==> src/rtl/writeback_arbiter_rr_if.sv <==
// Bundle of the source-side request/ack signals and the WB-stage slot signals.
// Handshakes: a source is accepted on a cycle where src_valid[i] & src_ack[i]; the slot is consumed on wb_valid & wb_ready.
interface writeback_arbiter_rr_if #(
   parameter int NUM_SRC = 4,
   parameter int DATA_W  = 64,
   parameter int IDX_W   = (NUM_SRC > 1) ? $clog2(NUM_SRC) : 1
);
   logic [NUM_SRC-1:0]        src_valid;
   logic [NUM_SRC-1:0]        src_ack;
   logic [NUM_SRC*DATA_W-1:0] src_data;
   logic                      wb_valid;
   logic                      wb_ready;
   logic [DATA_W-1:0]         wb_data;
   logic [IDX_W-1:0]          wb_src;

   modport slave (
      input  src_valid, src_data, wb_ready,
      output src_ack, wb_valid, wb_data, wb_src
   );

   modport master (
      output src_valid, src_data, wb_ready,
      input  src_ack, wb_valid, wb_data, wb_src
   );
endinterface

==> src/rtl/writeback_arbiter_rr.sv <==
// N-way writeback arbiter feeding one registered WB slot; round-robin or fixed priority.
// The slot output is a pure register, so wb_valid never depends combinationally on wb_ready.
module writeback_arbiter_rr #(
   parameter int NUM_SRC   = 4,
   parameter int DATA_W    = 64,
   parameter int FIXED_PRI = 0,
   localparam int IDX_W    = (NUM_SRC > 1) ? $clog2(NUM_SRC) : 1
) (
   input  logic                  clk_i,
   input  logic                  rst_i,
   input  logic                  flush_i,
   writeback_arbiter_rr_if.slave bus,
   output logic [IDX_W-1:0]      dbg_ptr_o
);

   logic [IDX_W-1:0]  ptr_q, ptr_d;
   logic [IDX_W-1:0]  sel, idx;
   logic              wb_valid_q, wb_valid_d;
   logic [DATA_W-1:0] wb_data_q, wb_data_d;
   logic [IDX_W-1:0]  wb_src_q, wb_src_d;
   logic [NUM_SRC-1:0] ack;
   logic              any_valid, can_acc, accept;

   // Scan in reverse search order so the last hit is the first valid index at/after the start point.
   always_comb begin
      sel = '0;
      idx = '0;
      for (int k = NUM_SRC - 1; k >= 0; k--) begin
         if (FIXED_PRI != 0) begin
            idx = IDX_W'(k);
         end else begin
            idx = IDX_W'((int'(ptr_q) + k) % NUM_SRC);
         end
         if (bus.src_valid[idx]) begin
            sel = idx;
         end
      end
   end

   assign any_valid = |bus.src_valid;
   assign can_acc   = !wb_valid_q | bus.wb_ready;
   assign accept    = any_valid & can_acc & !flush_i & !rst_i;

   always_comb begin
      ack = '0;
      if (accept) begin
         ack[sel] = 1'b1;
      end
   end

   always_comb begin
      wb_valid_d = wb_valid_q;
      wb_data_d  = wb_data_q;
      wb_src_d   = wb_src_q;
      ptr_d      = ptr_q;
      if (flush_i) begin
         wb_valid_d = 1'b0;
      end else if (accept) begin
         wb_valid_d = 1'b1;
         wb_data_d  = bus.src_data[int'(sel)*DATA_W +: DATA_W];
         wb_src_d   = sel;
         if (FIXED_PRI == 0) begin
            ptr_d = (sel == IDX_W'(NUM_SRC - 1)) ? '0 : sel + IDX_W'(1);
         end
      end else if (bus.wb_ready) begin
         wb_valid_d = 1'b0;
      end
   end

   always_ff @(posedge clk_i) begin
      if (rst_i) begin
         wb_valid_q <= 1'b0;
         wb_data_q  <= '0;
         wb_src_q   <= '0;
         ptr_q      <= '0;
      end else begin
         wb_valid_q <= wb_valid_d;
         wb_data_q  <= wb_data_d;
         wb_src_q   <= wb_src_d;
         ptr_q      <= ptr_d;
      end
   end

   assign bus.src_ack  = ack;
   assign bus.wb_valid = wb_valid_q;
   assign bus.wb_data  = wb_data_q;
   assign bus.wb_src   = wb_src_q;
   assign dbg_ptr_o    = ptr_q;

   a_ack_onehot: assert property (@(posedge clk_i) $onehot0(bus.src_ack));
   a_ack_needs_valid: assert property (@(posedge clk_i) (bus.src_ack & ~bus.src_valid) == '0);
   a_hold_stable: assert property (@(posedge clk_i) disable iff (rst_i)
      (bus.wb_valid & !bus.wb_ready) |=> $stable(bus.wb_data));

endmodule

==> src/flat_wrapper.sv <==
// flat-port wrapper written by rule: the top's interface ports become plain ports
module writeback_arbiter_rr_flat 
#(
   parameter int NUM_SRC   = 4,
   parameter int DATA_W    = 64,
   parameter int FIXED_PRI = 0,
   localparam int IDX_W    = (NUM_SRC > 1) ? $clog2(NUM_SRC) : 1
)
  (clk_i, rst_i, flush_i, dbg_ptr_o, bus_src_valid, bus_src_data, bus_wb_ready, bus_src_ack, bus_wb_valid, bus_wb_data, bus_wb_src);
  writeback_arbiter_rr_if #(.NUM_SRC(NUM_SRC), .DATA_W(DATA_W), .IDX_W((2))) bus_i ();
  input  logic clk_i;
  input  logic rst_i;
  input  logic flush_i;
  output logic [IDX_W-1:0] dbg_ptr_o;
  input wire logic [$bits(bus_i.src_valid)-1:0] bus_src_valid;
  input wire logic [$bits(bus_i.src_data)-1:0] bus_src_data;
  input wire logic [$bits(bus_i.wb_ready)-1:0] bus_wb_ready;
  output wire logic [$bits(bus_i.src_ack)-1:0] bus_src_ack;
  output wire logic [$bits(bus_i.wb_valid)-1:0] bus_wb_valid;
  output wire logic [$bits(bus_i.wb_data)-1:0] bus_wb_data;
  output wire logic [$bits(bus_i.wb_src)-1:0] bus_wb_src;
  assign bus_i.src_valid = bus_src_valid;
  assign bus_i.src_data = bus_src_data;
  assign bus_i.wb_ready = bus_wb_ready;
  assign bus_src_ack = bus_i.src_ack;
  assign bus_wb_valid = bus_i.wb_valid;
  assign bus_wb_data = bus_i.wb_data;
  assign bus_wb_src = bus_i.wb_src;
  writeback_arbiter_rr #(.NUM_SRC(NUM_SRC), .DATA_W(DATA_W), .FIXED_PRI(FIXED_PRI)) u_core (.clk_i(clk_i), .rst_i(rst_i), .flush_i(flush_i), .bus(bus_i), .dbg_ptr_o(dbg_ptr_o));
endmodule
==> config.mk <==
export PLATFORM = sky130hd
export DESIGN_NAME = writeback_arbiter_rr_flat
export DESIGN_NICKNAME = d
export VERILOG_FILES = /design/src/rtl/writeback_arbiter_rr_if.sv /design/src/rtl/writeback_arbiter_rr.sv /design/src/flat_wrapper.sv
export SDC_FILE = /design/constraint.sdc
export NUM_CORES = 1
export LEC_CHECK = 0
export ABC_AREA = 1
export CORE_MARGIN = 1
export CORE_UTILIZATION = 30
export CTS_CLUSTER_DIAMETER = 80
export DETAILED_ROUTE_END_ITERATION = 16
export PLACE_DENSITY = 0.69
export REMOVE_ABC_BUFFERS = 1
export SLEW_MARGIN = 20
export SYNTH_ARGS = -nofsm -noshare
export SYNTH_HDL_FRONTEND = slang
export SYNTH_SLANG_ARGS = --single-unit
==> constraint.sdc <==
create_clock -name clk_i -period 2.4 [get_ports clk_i]
set_clock_uncertainty 0.05 [all_clocks]
set_input_delay 0.48 -clock clk_i [delete_from_list [all_inputs] [get_ports clk_i]]
set_output_delay 0.48 -clock clk_i [all_outputs]
set_load 0.005 [all_outputs]
* After elaboration in Yosys (flattened, before gate mapping) *
Cells that the tools add are included.

storage, ports and cells
  register bits = 69
  input port bits = 264
  output and inout port bits = 73
  word-level logic and storage cells = 47

operators by class
  eq/ne operators = 1
  bitwise operators = 5
  shifts and indexed selects = 1
  $lt $le $gt $ge = 6
  muxes and demuxes = 18
  add/sub/neg operators = 4
  reduce and logical (&&, ||, !) cells = 8

operator list
  cell                                                                                  count
  256-bit by 9-bit variable part select with 64-bit output                              1
  2-bit by 3-bit < comparator with 1-bit output (second input constant)                 5
  2-bit two-way mux                                                                     5
  1-bit binary-select mux with 2-bit select                                             4
  1-bit two-way mux                                                                     7
  2-bit by 1-bit adder with 2-bit output (second input constant)                        2
  2-bit adder (second input constant)                                                   2
  4-bit two-way mux                                                                     1
  4-bit OR reduction                                                                    1
  1-bit AND                                                                             3
  1-bit zero test                                                                       3
  1-bit demux with 2-bit select                                                         1
  2-bit equality test (second input constant)                                           1
  2-bit by 1-bit greater-or-equal comparator with 1-bit output (second input constant)  1
  2-bit AND reduction                                                                   1
  2-bit nonzero test                                                                    1
  2-bit OR reduction                                                                    1
  1-bit logical AND                                                                     1
  1-bit NOT                                                                             1
  1-bit bitwise OR                                                                      1

* Logic depth before layout (Yosys ltp) *
  word-level depth = 12
  depth in mapped cells = 16
  depth with buffers taken out = 13

* Least setup slack after synthesis *
No wires, ideal clock.

  path type = input to output
  start = input port bus_src_valid[3]
  end = output port bus_src_ack[0]
  data required time = 1.870 ns
  cell stages on the path = 13
  setup slack = 0.319 ns
  arrival = 1.551 ns
  buffers on the path = 2
  path through = inv_1 > nand2_1 > nand3_1 > nand2_1 > nand3_2 > nand2_1 > nand2_2 > nand2_4 > inv_2 > buf_6 > buf_6 > nand2_1 > nor2_1

between the ends
  cells in the longest elaborated chain, start to end = 11
  elaborated cells between the ends (all ways) = 22
  classes of those cells = order compare: 2; mux: 15; bitwise: 3; reduce/logical: 2

ends and longest elaborated chain
  what                                                                                                                                                        line                        source
  start: declaration                                                                                                                                          flat_wrapper.sv:15          input wire logic [$bits(bus_i.src_valid)-1:0] bus_src_valid;
  1-bit binary-select mux with 2-bit select                                                                                                                   writeback_arbiter_rr.sv:34  if (bus.src_valid[idx]) begin
  1-bit two-way mux (implied by the code)                                                                                                                     writeback_arbiter_rr.sv:34
  2-bit two-way mux (4 in a row)                                                                                                                              writeback_arbiter_rr.sv:34
  2-bit by 3-bit < comparator with 1-bit output (implied by the code) / 2-bit by 1-bit greater-or-equal comparator with 1-bit output (equally long branches)  writeback_arbiter_rr.sv:47  ack[sel] = 1'b1;
  1-bit logical AND (implied by the code)                                                                                                                     writeback_arbiter_rr.sv:47
  1-bit two-way mux (implied by the code)                                                                                                                     writeback_arbiter_rr.sv:47
  1-bit demux with 2-bit select                                                                                                                               n/a
  4-bit two-way mux *                                                                                                                                         writeback_arbiter_rr.sv:46  if (accept) begin
  end: declaration                                                                                                                                            flat_wrapper.sv:18          output wire logic [$bits(bus_i.src_ack)-1:0] bus_src_ack;

Mark *: on every way between the ends. The rest lies on a longest branch, timed or not. The select of a mux whose other input is x is not followed.

* Final worst setup path *
  start = register u_core.ptr_q[0], in the netlist u_core.dbg_ptr_o[0]
  end = output port bus_src_ack[1]

between the ends
  cells in the longest elaborated chain, start to end = 12
  elaborated cells between the ends (all ways) = 21
  classes of those cells = add/sub: 3; order compare: 2; mux: 15; reduce/logical: 1

ends and longest elaborated chain
  what                                                                                                                                                        line                        source
  start: declaration                                                                                                                                          writeback_arbiter_rr.sv:16  logic [IDX_W-1:0] ptr_q, ptr_d;
  start signal: assignment                                                                                                                                    writeback_arbiter_rr.sv:80  ptr_q <= ptr_d;
  2-bit adder                                                                                                                                                 writeback_arbiter_rr.sv:32  idx = IDX_W'((int'(ptr_q) + k) % NUM_SRC);
  1-bit binary-select mux with 2-bit select                                                                                                                   writeback_arbiter_rr.sv:34
  1-bit two-way mux (implied by the code)                                                                                                                     writeback_arbiter_rr.sv:34
  2-bit two-way mux (3 in a row)                                                                                                                              writeback_arbiter_rr.sv:34
  2-bit two-way mux *                                                                                                                                         writeback_arbiter_rr.sv:34
  2-bit by 3-bit < comparator with 1-bit output (implied by the code) / 2-bit by 1-bit greater-or-equal comparator with 1-bit output (equally long branches)  writeback_arbiter_rr.sv:47
  1-bit logical AND (implied by the code)                                                                                                                     writeback_arbiter_rr.sv:47
  1-bit two-way mux (implied by the code)                                                                                                                     writeback_arbiter_rr.sv:47
  1-bit demux with 2-bit select *                                                                                                                             n/a
  4-bit two-way mux *                                                                                                                                         writeback_arbiter_rr.sv:46

Marked as above.

==> metrics <==
status complete, no violations; fin crit share 0.993; crit path launch u_core.dbg_ptr_o[0]; Num CTS Buffers 9; reg-to-reg startpoint u_core.dbg_ptr_o[0]; vias 7232; DP Worst Slack -506 ps; die span in x around 140 microns; critical setup path kind register to output pin; synthesized netlist cell count about 930; Top Usage Layer GRT met2; GRT Overall Usage 0.238; initial core utilization 0.307; PnR worst setup slack 17.7 ps; endpoint class of the critical path output pin; Post-DP HPWL 15.6 mm; P_leak between 0.004 and 0.005 uW; DR vias/cell around 4.9; post-layout util 0.534; Worst Hold Class register to register; relative slew slack 0.593; # setup viols final 0; setup_tns 0 ps; RSZ-0062 raised after global routing yes; Remaining DRCs 0; vias in the first global route 6853; met1 Usage GRT 0.274; global routing met3 resource utilization 0.0610; Critical Path RT 1870 ps; data arrival time of the critical path 1850 ps; syn_area_per_cell between 5 and 6 sq um; Reg clk slew, reported paths 60 ps; Final Hold Viols 0; GRT overflow 0; CTS sink cnt 69; # diodes 0; core footprint 0.0174 sq mm; Slew Viols, Final 0; drt pass-1 iters 5; Slew @ Worst Pin about 600 ps; Port-buffer cells about 340; first-pass GRT wire length 34.5 mm; Distinct cells, synth 22; Hold WS about 460 ps; CTS root buf clkbuf_16; layout cells sized above 1 0.0792; max_cap viols 0; chip height 135 microns; largest net degree at the start of global routing between 70 and 80; Cell Pwr Density ~670 mW/mm^2; FP Rows 48; DRT Wirelength 22.2 mm; I/O pin cnt ~340; Max FO, Critical Path 6; starting DRC count in detailed routing 373; Netlist Area Pre-Place 0.00533 sq mm; Nets 1498; Setup crit start kind register; P&R area growth vs syn 73.9%; initial antenna violation count 0; routed wire length per instance approximately 15 microns; total die area between 0.015 and 0.02 sq mm; Yosys reg bits 69; fmax approximately 420 MHz; Skew-Pair Late Insertion Delay between 300 and 400 ps; post-route insts no fill 1463; synth warn 0; worst vdd ir about 0.5 mV; DP Cell Count 1443; RD Place Congestion 0.883; post-layout min period about 2400 ps; clock buffer depth 2; htree depth 3; Hold Startpoint u_core.bus.wb_src[0]; Routed Antenna Nets 0; CTS tree built; GRT met2 Usage 0.419; commonest cells after routing, fill and taps aside 328 x clkdlybuf4s50_1, 261 x nor2_1, 194 x nand3_1; leading cell type in the layout, fill and taps excluded clkdlybuf4s50_1; sequential element share of the synthesized area 0.259
## kinds of logic after synthesis
kind of cell           share of synthesized area
AO/OA/AOI/OAI                             0.0706
buffers and inverters                      0.149
flip-flops                                 0.259
AND/OR/NAND/NOR                            0.521
## sequential cells by signal (all words and copies together), names as in the netlist
register / count
u_core.bus.wb_data: 64
u_core.bus.wb_valid: 1
u_core.bus.wb_src: 2
u_core.dbg_ptr_o: 2
## worst max-delay path: stages, from the launching register on
cell	delay [ps]
dfxtp_4	370
buf_12	130
inv_8	40
nand2_2	70
nand3_2	90
nand2_2	90
nand3_4	100
nand2_4	80
nand2_4	50
nand2_4	90
buf_6	100
nand2_2	60
inv_2	50
clkdlybuf4s15_2	190
## metal layers
metal / share of wire / up-vias
met5: 0 / -
met4: 0.031 / 0
met3: 0.081 / 42
met2: 0.49 / 294
met1: 0.39 / 3245
li1: - / 3651
## per-stage QoR
stage / instance area (sq um) / power (uW)
after floorplan: 4850 / 3260
after global placement: 8840 / 4820
after detailed placement: 8840 / 4850
after CTS: 9210 / 6210
after global routing: 9270 / 6730
final: 9270 / 6230
## worst paths after layout
path	cells after the start	endpoint	slack (ps)
min reg2reg	2	u_core.bus.wb_src[0]	460
min	2	u_core.bus.wb_src[0]	460
max reg2reg	14	u_core.bus.wb_data[4]	100
max	13	bus_src_ack[1]	20
## where the power goes
part | internal, uW | switching [uW]
sequential | 1260 | 60.7
combinational | 1510 | 2130
clock | 778 | 487
## cell usage after synthesis, drive strengths merged
cell	number	share of area
a21oi	1	0.0031
a31oi	1	0.0012
buf	62	0.074
clkbuf	23	0.016
dfxtp	69	0.26
inv	83	0.059
nand2	96	0.070
nand3	199	0.19
nand4	65	0.076
nor2	264	0.19
nor3	1	0.00094
o211ai	1	0.0014
o21ai	67	0.064
o31ai	1	0.0014
## cell type report
type,count,area (sq um)
fillers,1731,8080
multi-input cells,696,3270
repair buffers,375,3740
inverters,83,320
clock inverters,1,5.00
well taps,225,282
clock buffers,14,274
flip-flops and latches,69,1390
## repair_timing
item / 4_1_cts / 5_1_grt
hold buffers: 0 / 0
pin swaps: 9 / 10
endpoints found under the setup margin: 4 / 14
buffers inserted: 3 / 1
gates cloned: 0 / 1
gates resized for setup: 41 / 15
Note: power is estimated with default switching activity, not from simulation.
